### config.mk
export PLATFORM = sky130hd
export DESIGN_NAME = mux_scan_ctrl
export DESIGN_NICKNAME = d
export VERILOG_FILES = /design/src/rtl/mux_scan_ctrl.sv
export SDC_FILE = /design/constraint.sdc
export NUM_CORES = 1
export LEC_CHECK = 0
export ABC_AREA = 1
export CAP_MARGIN = 10
export CORE_MARGIN = 2
export CORE_UTILIZATION = 40
export CTS_CLUSTER_DIAMETER = 100
export DETAILED_ROUTE_END_ITERATION = 7
export PLACE_DENSITY = 0.75
export SYNTH_ARGS = -nofsm -noshare
export SYNTH_HDL_FRONTEND = slang
export SYNTH_SLANG_ARGS = --single-unit
export TNS_END_PERCENT = 20
### constraint.sdc
create_clock -name clk -period 4.1 [get_ports clk]
set_input_delay 0.82 -clock clk [delete_from_list [all_inputs] [get_ports clk]]
set_output_delay 0.82 -clock clk [all_outputs]
set_load 0.03 [all_outputs]
### src/rtl/mux_scan_ctrl.sv
// Select-side sequencer for the 8:1 x 6-bit result mux: scans masked channels, streams samples, keeps stats.
// Optional per-scan sum/max statistics are built only when MUX_SCAN_STATS_EN is defined.
//
// state | meaning
// IDLE  | waiting for start; sel and stats hold the last scan's values
// SEL   | sel settled on a channel; y_in is captured at the end of this cycle
// OUT   | beat presented, waiting for out_ready
// FIN   | done pulse, scan complete
module mux_scan_ctrl (
    input  logic       clk,
    input  logic       rst_n,
    input  logic       start,
    input  logic [7:0] mask,
    output logic [2:0] sel,
    input  logic [5:0] y_in,
    output logic       out_valid,
    input  logic       out_ready,
    output logic [2:0] out_ch,
    output logic [5:0] out_data,
    output logic       busy,
    output logic       done,
    output logic [8:0] sum,
    output logic [5:0] max_val,
    output logic [2:0] max_ch
);

    typedef enum logic [1:0] {ST_IDLE, ST_SEL, ST_OUT, ST_FIN} state_t;

    state_t     state_q, state_d;
    logic [7:0] mask_q, mask_d;
    logic [2:0] sel_q, sel_d;
    logic [2:0] out_ch_q, out_ch_d;
    logic [5:0] out_data_q, out_data_d;
    logic       out_valid_q, out_valid_d;

    logic [7:0] pend;
    logic       nxt_found;
    logic [2:0] nxt_idx;
    logic       start_acc;
    logic       capture;

    // In IDLE the candidate set is the incoming mask; otherwise channels above the current beat.
    always_comb begin
        pend      = '0;
        nxt_found = 1'b0;
        nxt_idx   = '0;
        for (int i = 0; i < 8; i++) begin
            if (state_q == ST_IDLE) begin
                pend[i] = mask[i];
            end else begin
                pend[i] = mask_q[i] && (3'(i) > out_ch_q);
            end
        end
        for (int i = 7; i >= 0; i--) begin
            if (pend[i]) begin
                nxt_found = 1'b1;
                nxt_idx   = 3'(i);
            end
        end
    end

    always_comb begin
        state_d     = state_q;
        mask_d      = mask_q;
        sel_d       = sel_q;
        out_ch_d    = out_ch_q;
        out_data_d  = out_data_q;
        out_valid_d = out_valid_q;
        start_acc   = 1'b0;
        capture     = 1'b0;
        case (state_q)
            ST_IDLE: begin
                if (start) begin
                    start_acc = 1'b1;
                    mask_d    = mask;
                    if (nxt_found) begin
                        sel_d   = nxt_idx;
                        state_d = ST_SEL;
                    end else begin
                        state_d = ST_FIN;
                    end
                end
            end
            ST_SEL: begin
                capture     = 1'b1;
                out_data_d  = y_in;
                out_ch_d    = sel_q;
                out_valid_d = 1'b1;
                state_d     = ST_OUT;
            end
            ST_OUT: begin
                if (out_valid_q && out_ready) begin
                    out_valid_d = 1'b0;
                    if (nxt_found) begin
                        sel_d   = nxt_idx;
                        state_d = ST_SEL;
                    end else begin
                        state_d = ST_FIN;
                    end
                end
            end
            ST_FIN: begin
                state_d = ST_IDLE;
            end
            default: begin
                state_d = ST_IDLE;
            end
        endcase
    end

    always_ff @(posedge clk) begin
        if (!rst_n) begin
            state_q     <= ST_IDLE;
            mask_q      <= '0;
            sel_q       <= '0;
            out_ch_q    <= '0;
            out_data_q  <= '0;
            out_valid_q <= 1'b0;
        end else begin
            state_q     <= state_d;
            mask_q      <= mask_d;
            sel_q       <= sel_d;
            out_ch_q    <= out_ch_d;
            out_data_q  <= out_data_d;
            out_valid_q <= out_valid_d;
        end
    end

    assign sel       = sel_q;
    assign out_valid = out_valid_q;
    assign out_ch    = out_ch_q;
    assign out_data  = out_data_q;
    assign busy      = (state_q != ST_IDLE);
    assign done      = (state_q == ST_FIN);

`ifdef MUX_SCAN_STATS_EN
    logic [8:0] sum_q, sum_d;
    logic [5:0] max_val_q, max_val_d;
    logic [2:0] max_ch_q, max_ch_d;
    logic       first_q, first_d;

    // Strict compare keeps the lower channel on ties; the first channel always seeds the max.
    always_comb begin
        sum_d     = sum_q;
        max_val_d = max_val_q;
        max_ch_d  = max_ch_q;
        first_d   = first_q;
        if (start_acc) begin
            sum_d     = '0;
            max_val_d = '0;
            max_ch_d  = '0;
            first_d   = 1'b1;
        end else if (capture) begin
            sum_d   = sum_q + {3'b000, y_in};
            first_d = 1'b0;
            if (first_q || (y_in > max_val_q)) begin
                max_val_d = y_in;
                max_ch_d  = sel_q;
            end
        end
    end

    always_ff @(posedge clk) begin
        if (!rst_n) begin
            sum_q     <= '0;
            max_val_q <= '0;
            max_ch_q  <= '0;
            first_q   <= 1'b0;
        end else begin
            sum_q     <= sum_d;
            max_val_q <= max_val_d;
            max_ch_q  <= max_ch_d;
            first_q   <= first_d;
        end
    end

    assign sum     = sum_q;
    assign max_val = max_val_q;
    assign max_ch  = max_ch_q;
`else
    assign sum     = '0;
    assign max_val = '0;
    assign max_ch  = '0;
`endif

endmodule
==> summary.md, run 1 <==
| Metric | Value |
|---|---|
| Status | finished clean |
| Largest net degree at the start of global routing | 17 |
| Syn Inst Count | 180 |
| Yosys top cell area share | 35.6% |
| Share of post-route cells with drive strength above 1 | 10.5% |
| Final hold violations | 0 |
| Distinct cells, synth | 24 |
| DR vias | 1121 |
| Initial antenna violation count | 0 |
| Clock slew at reported path FFs | 120 ps |
| Sequential fraction of the synthesis area | 35.6% |
| Clock sinks | 22 |
| Gpl congestion | 0.843 |
| Syn Area/Cell | slightly below 7 um2 |
| Worst slew pin tran | 595 ps |
| WL final | 2630 um |
| Post CTS Setup Buffer Count | 0 |
| Flops & latches, synth | 22 |
| Synth warnings | 0 |
| Die ar. | 0.00356 mm2 |
| Area Growth Syn to Fin | 22.6% |
| CTS Hold Bufs | 0 |
| Total Routing Usage GR | between 10% and 20% |
| Tightest Hold Check Type | flip-flop to flip-flop |
| Power Dens Cells | between 300 and 400 mW/mm2 |
| Vias per cell | about 4.6 |
| Nets | 230 |
| Tmin final | ~2400 ps |
| Setup TNS | 0 ps |
| Final ANT Viol Nets | 0 |
| Synth area leaders | dfxtp_1 (36%), nand2_1 (11%), buf_4 (11%), nor2_1 (7.6%), o21ai_0 (6.5%) |
| Max Slew Vio Count | 0 |
| IO Pins | 51 |
| Die H | 59.7 um |
| Final hold slack | ~470 ps |
| Longest Clk Path Bufs | 2 |
| Lkg Pwr | slightly below 0.7 nW |
| RSZ-0062 raised after global routing | false |
| Slew headroom | 60.2% |
| Synth cell count leaders | nand2_1 (37), nor2_1 (25), dfxtp_1 (22) |
| Data arrival, critical path | 1630 ps |
| Max Cap Violations | 0 |
| Startpoint types | flip-flop |
| Dominant cell type by area after synthesis | dfxtp_1 |
| CP Max Fanout | 13 |
| Peak supply drop | approximately 0.19 mV |
| WL per Instance | roughly 11 um |
| Core Region | 0.00300 mm2 |
| Most frequent cell after synthesis | nand2_1 |
| DP HPWL | 2030 um |
| PortBufs | 32 |
| EDFF count, synth | 0 |
| DRC | 0 |
| Reg-to-reg startpoint | state_q[0] |
| Post-cts sizing count | 0 |
| FMAX | 0.409 GHz |
| Final period utilization | 59.7% |
| DR iter-0 viols | 16 |
| Critical path launch point | state_q[1] |
| Post-Syn Area | 0.00124 mm2 |
| Initial core utilization | a little over 40% |
| Ant diodes | 0 |
| Clk_lat worst skew | ~300 ps |
| # setup viols final | 0 |
| Num CTS Buffers | 3 |
| Grt ovf | 0 |
| Crit path required time | 3280 ps |
| Row cnt | 20 |
| Post-synth ARST share | 0% |
| Filler cells | between 300 and 400 |
| Vias in the first global route | around 1000 |
| Crit end category | primary output |
| H-tree Lvls | 1 |
| Hold Crit Start | mask_q[4] |
| Die W | 59.7 um |
| Pre-antenna DRT Iters | 4 |
| Crit path kind | flip-flop to primary output |
| Most used DFF post-synth | dfxtp_1 |
| CTS tree | yes |
| Root Driver | clkbuf_4 |
| First-pass GRT wire length | between 4000 and 5000 um |
| Max Clock Skew | between 7 and 8 ps |
[metrics by stage]
| stage | instance area [um2] | setup WS (ps) | power (mW) | std cells | util, % |
|---|---|---|---|---|---|
| floorplan | 1300 | 2420 | 0.399 | 197 | - |
| global placement | 1500 | 1720 | 0.439 | 240 | 49.8 |
| detailed placement | 1500 | 1690 | 0.441 | 240 | 49.8 |
| CTS | 1520 | 1640 | 0.536 | 243 | 50.6 |
| global route | 1520 | 1550 | 0.567 | 243 | 50.6 |
| finish | 1520 | 1650 | 0.531 | 243 | 50.6 |
[state kept, by name, indices dropped and copies added, names as in the netlist]
register   count
out_valid      1
out_ch         3
sel            3
out_data       6
state_q        2
mask_q         7
[cells by family (layout without fill, tap and decap cells)]
kind of cell | count (synthesis) | count (layout) | synth area share (%)
AND/OR/NAND/NOR | 86 | 86 | 31.9
flip-flops | 22 | 22 | 35.6
AO/OA/AOI/OAI | 30 | 30 | 12.9
other | 1 | 18 | 0.303
buffers and inverters | 41 | 54 | 19.3
[worst max-delay path, stage by stage (launching register included)]
cell,delay [ps]
dfxtp_1,400
inv_2,70
nand2_4,160
clkdlybuf4s50_1,700
[power breakdown]
part           internal [mW]  switching (mW)
logic                 0.0678           0.121
registers              0.233          0.0141
clock network         0.0342          0.0607
[placed cells by master (no fill, tap or decap)]
cell              n
nand2_1          37
clkdlybuf4s50_1  32
nor2_1           25
dfxtp_1          22
conb_1           18
o21ai_0          16
inv_1            15
a21oi_1          11
nand3_1           8
nand2_2           8
inv_2             3
clkbuf_4          3
nor3_1            2
o21ai_2           2
nor2_2            2
nand2_4           1
clkinv_1          1
nand3_2           1
nand3_4           1
nor2_4            1
a211oi_1          1
[metal layers]
metal	routed length (um)	vias to the layer above	share of wire [%]	global-route usage, %
met2	1160	38	44	27.0
met1	1270	494	48	21.6
met5	0	-	0	0
met4	14	0	0.53	4.76
li1	-	587	-	-
met3	180	2	6.9	3.90
[worst paths after layout]
path,end,slack [ps],cells after the start
min reg2reg,mask_q[4],470,2
min,mask_q[4],470,2
max reg2reg,out_ch[2],2350,5
max,busy,1650,3
[final cells by class]
class / instances / area [um2] / share of cell area, %
timing repair buffer: 32 / 320 / 21.1
inverter: 19 / 71.3 / 4.70
sequential: 22 / 440 / 29.0
tap: 33 / 41.3 / 2.72
clock buffer: 3 / 22.5 / 1.48
multi-input combinational: 134 / 623 / 41.0
Power figures use the tool's default switching activity.
==> run 2, diff against run 1 <==
==> constraint.sdc (replaced) <==
create_clock -name clk -period 2.3 [get_ports clk]
set_input_delay 0.46 -clock clk [delete_from_list [all_inputs] [get_ports clk]]
set_output_delay 0.46 -clock clk [all_outputs]
set_load 0.03 [all_outputs]
==> run 2 against run 1 <==
Final cell count grew 2.1%. Via count grew 0.80%. First-iteration DRC count grew 38%. Worst setup slack lost 1500 ps. Clock-buffer cell count is the same. Flip-flop and latch count is the same. Final area grew 4.0%.
==> summary.md, run 2 (same netlist as run 1, synthesis figures left out) <==
| Metric | Value |
|---|---|
| Area Growth Syn to Fin | 27.5% |
| WL per Instance | 10.8 um |
| First-pass GRT wire length | 4750 um |
| Vias per cell | about 4.6 |
| Root Driver | clkbuf_4 |
| Largest register by flop count | mask_q |
| FMAX | 0.471 GHz |
| DRC | 0 |
| Largest net degree at the start of global routing | 14 |
| Depth of the worst hold-timing path | 2 |
| Final core utilization | roughly 53% |
| Max Slew Vio Count | 0 |
| Gpl congestion | 0.755 |
| Total Routing Usage GR | 17.3% |
| Ant diodes | 0 |
| Most common cell after layout, fill and taps aside | nand2_1 |
| R2r endpoint | sel[1] |
| Crit path required time | 1840 ps |
| Tmin final | 2120 ps |
| Met1 usage | 22.2% |
| Num CTS Buffers | 3 |
| Reg-to-reg startpoint | state_q[0] |
| Final hold violations | 0 |
| Pre-antenna DRT Iters | 4 |
| Storage element area | 440 um2 |
| Lkg Pwr | between 0.7 and 0.8 nW |
| Filler cells | ~310 |
| Data arrival, critical path | 1660 ps |
| DP HPWL | 2020 um |
| Most frequent cells in the layout | nand2_1 (37), clkdlybuf4s50_1 (32), nor2_1 (25) |
| DR vias | 1130 |
| Status | finished clean |
| Crit-path cells | inv_2, nand2_4, clkdlybuf4s50_1 |
| Total power | 1.09 mW |
| Die W | 59.7 um |
| Crit path kind | flip-flop to primary output |
| Power Dens Cells | 691 mW/mm2 |
| PortBufs | 32 |
| Multi-input logic area | 623 um2 |
| Max Cap Violations | 0 |
| Final period utilization | between 90% and 100% |
| Met2 usage | 28.0% |
| Hold Crit Start | mask_q[4] |
| DR iter-0 viols | 22 |
| Core Region | roughly 0.0030 mm2 |
| R2R Setup Slk | 720 ps |
| Final ANT Viol Nets | 0 |
| CTS tree | yes |
| Max Clock Skew | 3.22 ps |
| Post CTS Setup Buffer Count | 0 |
| CP Max Fanout | 13 |
| # setup viols final | 0 |
| Grt ovf | 0 |
| Setup TNS | 0 ps |
| Die H | 59.7 um |
| Post-cts sizing count | 0 |
| Vias in the first global route | 1098 |
| Die ar. | 0.00356 mm2 |
| Crit end category | primary output |
| Critical path launch point | state_q[1] |
| Number of flip-flops in the largest register | 7 |
| IO Pins | between 50 and 60 |
| WL final | 2680 um |
| GR peak layer | met2 |
| Tightest Hold Check Type | flip-flop to flip-flop |
| Share of post-route cells with drive strength above 1 | between 10% and 20% |
| Peak supply drop | between 0.4 and 0.5 mV |
| GR Util met3 | 6.06% |
| Max incr delay on CP | about 700 ps |
| Initial core utilization | 41.3% |
| H-tree Lvls | 1 |
| Clk_lat worst skew | 320 ps |
| Initial antenna violation count | 0 |
| Row cnt | 20 |
| Worst r2r path cells | 12 |
| Hold path endpoint | mask_q[4] |
| Longest Clk Path Bufs | 2 |
| Worst path slowest cell | clkdlybuf4s50_1 |
| CTS Hold Bufs | 0 |
| RSZ-0062 raised after global routing | false |
| Clock slew at reported path FFs | 130 ps |
| Clock sinks | 22 |
| Startpoint types | flip-flop |
| Nets | 234 |
## run 2: cell count changes in the layout (fill, tap and decap cells not counted)
cell	change
buf_4	+4
bufinv_16	+1
## run 2: metal layers
metal  vias up  wire length [um]
li1        597                 -
met1       479              1210
met2        52              1190
met3         2               258
met4         0                21
met5         -                 0
## run 2: worst max-delay path, delay by kind of cell, from the launching register on
family                 cells  cell delay, ps
flip-flops                 1             410
buffers and inverters      2             770
AND/OR/NAND/NOR            1             160
## run 2: final cells by class
type	instances	area share [%]
multi-input cells	134	39.5
flip-flops and latches	22	27.9
repair buffers	36	22.2
inverters	19	4.52
well taps	33	2.61
clock inverters	1	1.90
clock buffers	3	1.43
## run 2: worst max-delay path by stage
stage	slack, ps	end
finish	180	busy
global route	110	busy
CTS	180	busy
detailed placement	430	sel[1]
global placement	460	sel[1]
floorplan	820	sel[1]
## run 2: stage by stage
| stage | std cells | hold slack (ps) | area (um2) | worst slack [ps] |
|---|---|---|---|---|
| 6_report | 248 | 462 | 1580 | 177 |
| 5_1_grt | 248 | 509 | 1580 | 108 |
| 4_1_cts | 248 | 466 | 1580 | 180 |
| 3_5_place_dp | 244 | 446 | 1530 | 431 |
| 3_3_place_gp | 244 | 439 | 1530 | 458 |
| 2_1_floorplan | 197 | 424 | 1300 | 816 |
## run 2: power breakdown
part / switching, mW / leakage, nW / internal [mW]
clock: 0.129 / 0.0279 / 0.176
combinational: 0.220 / 0.514 / 0.128
sequential: 0.0222 / 0.181 / 0.415
total: 0.372 / 0.724 / 0.719
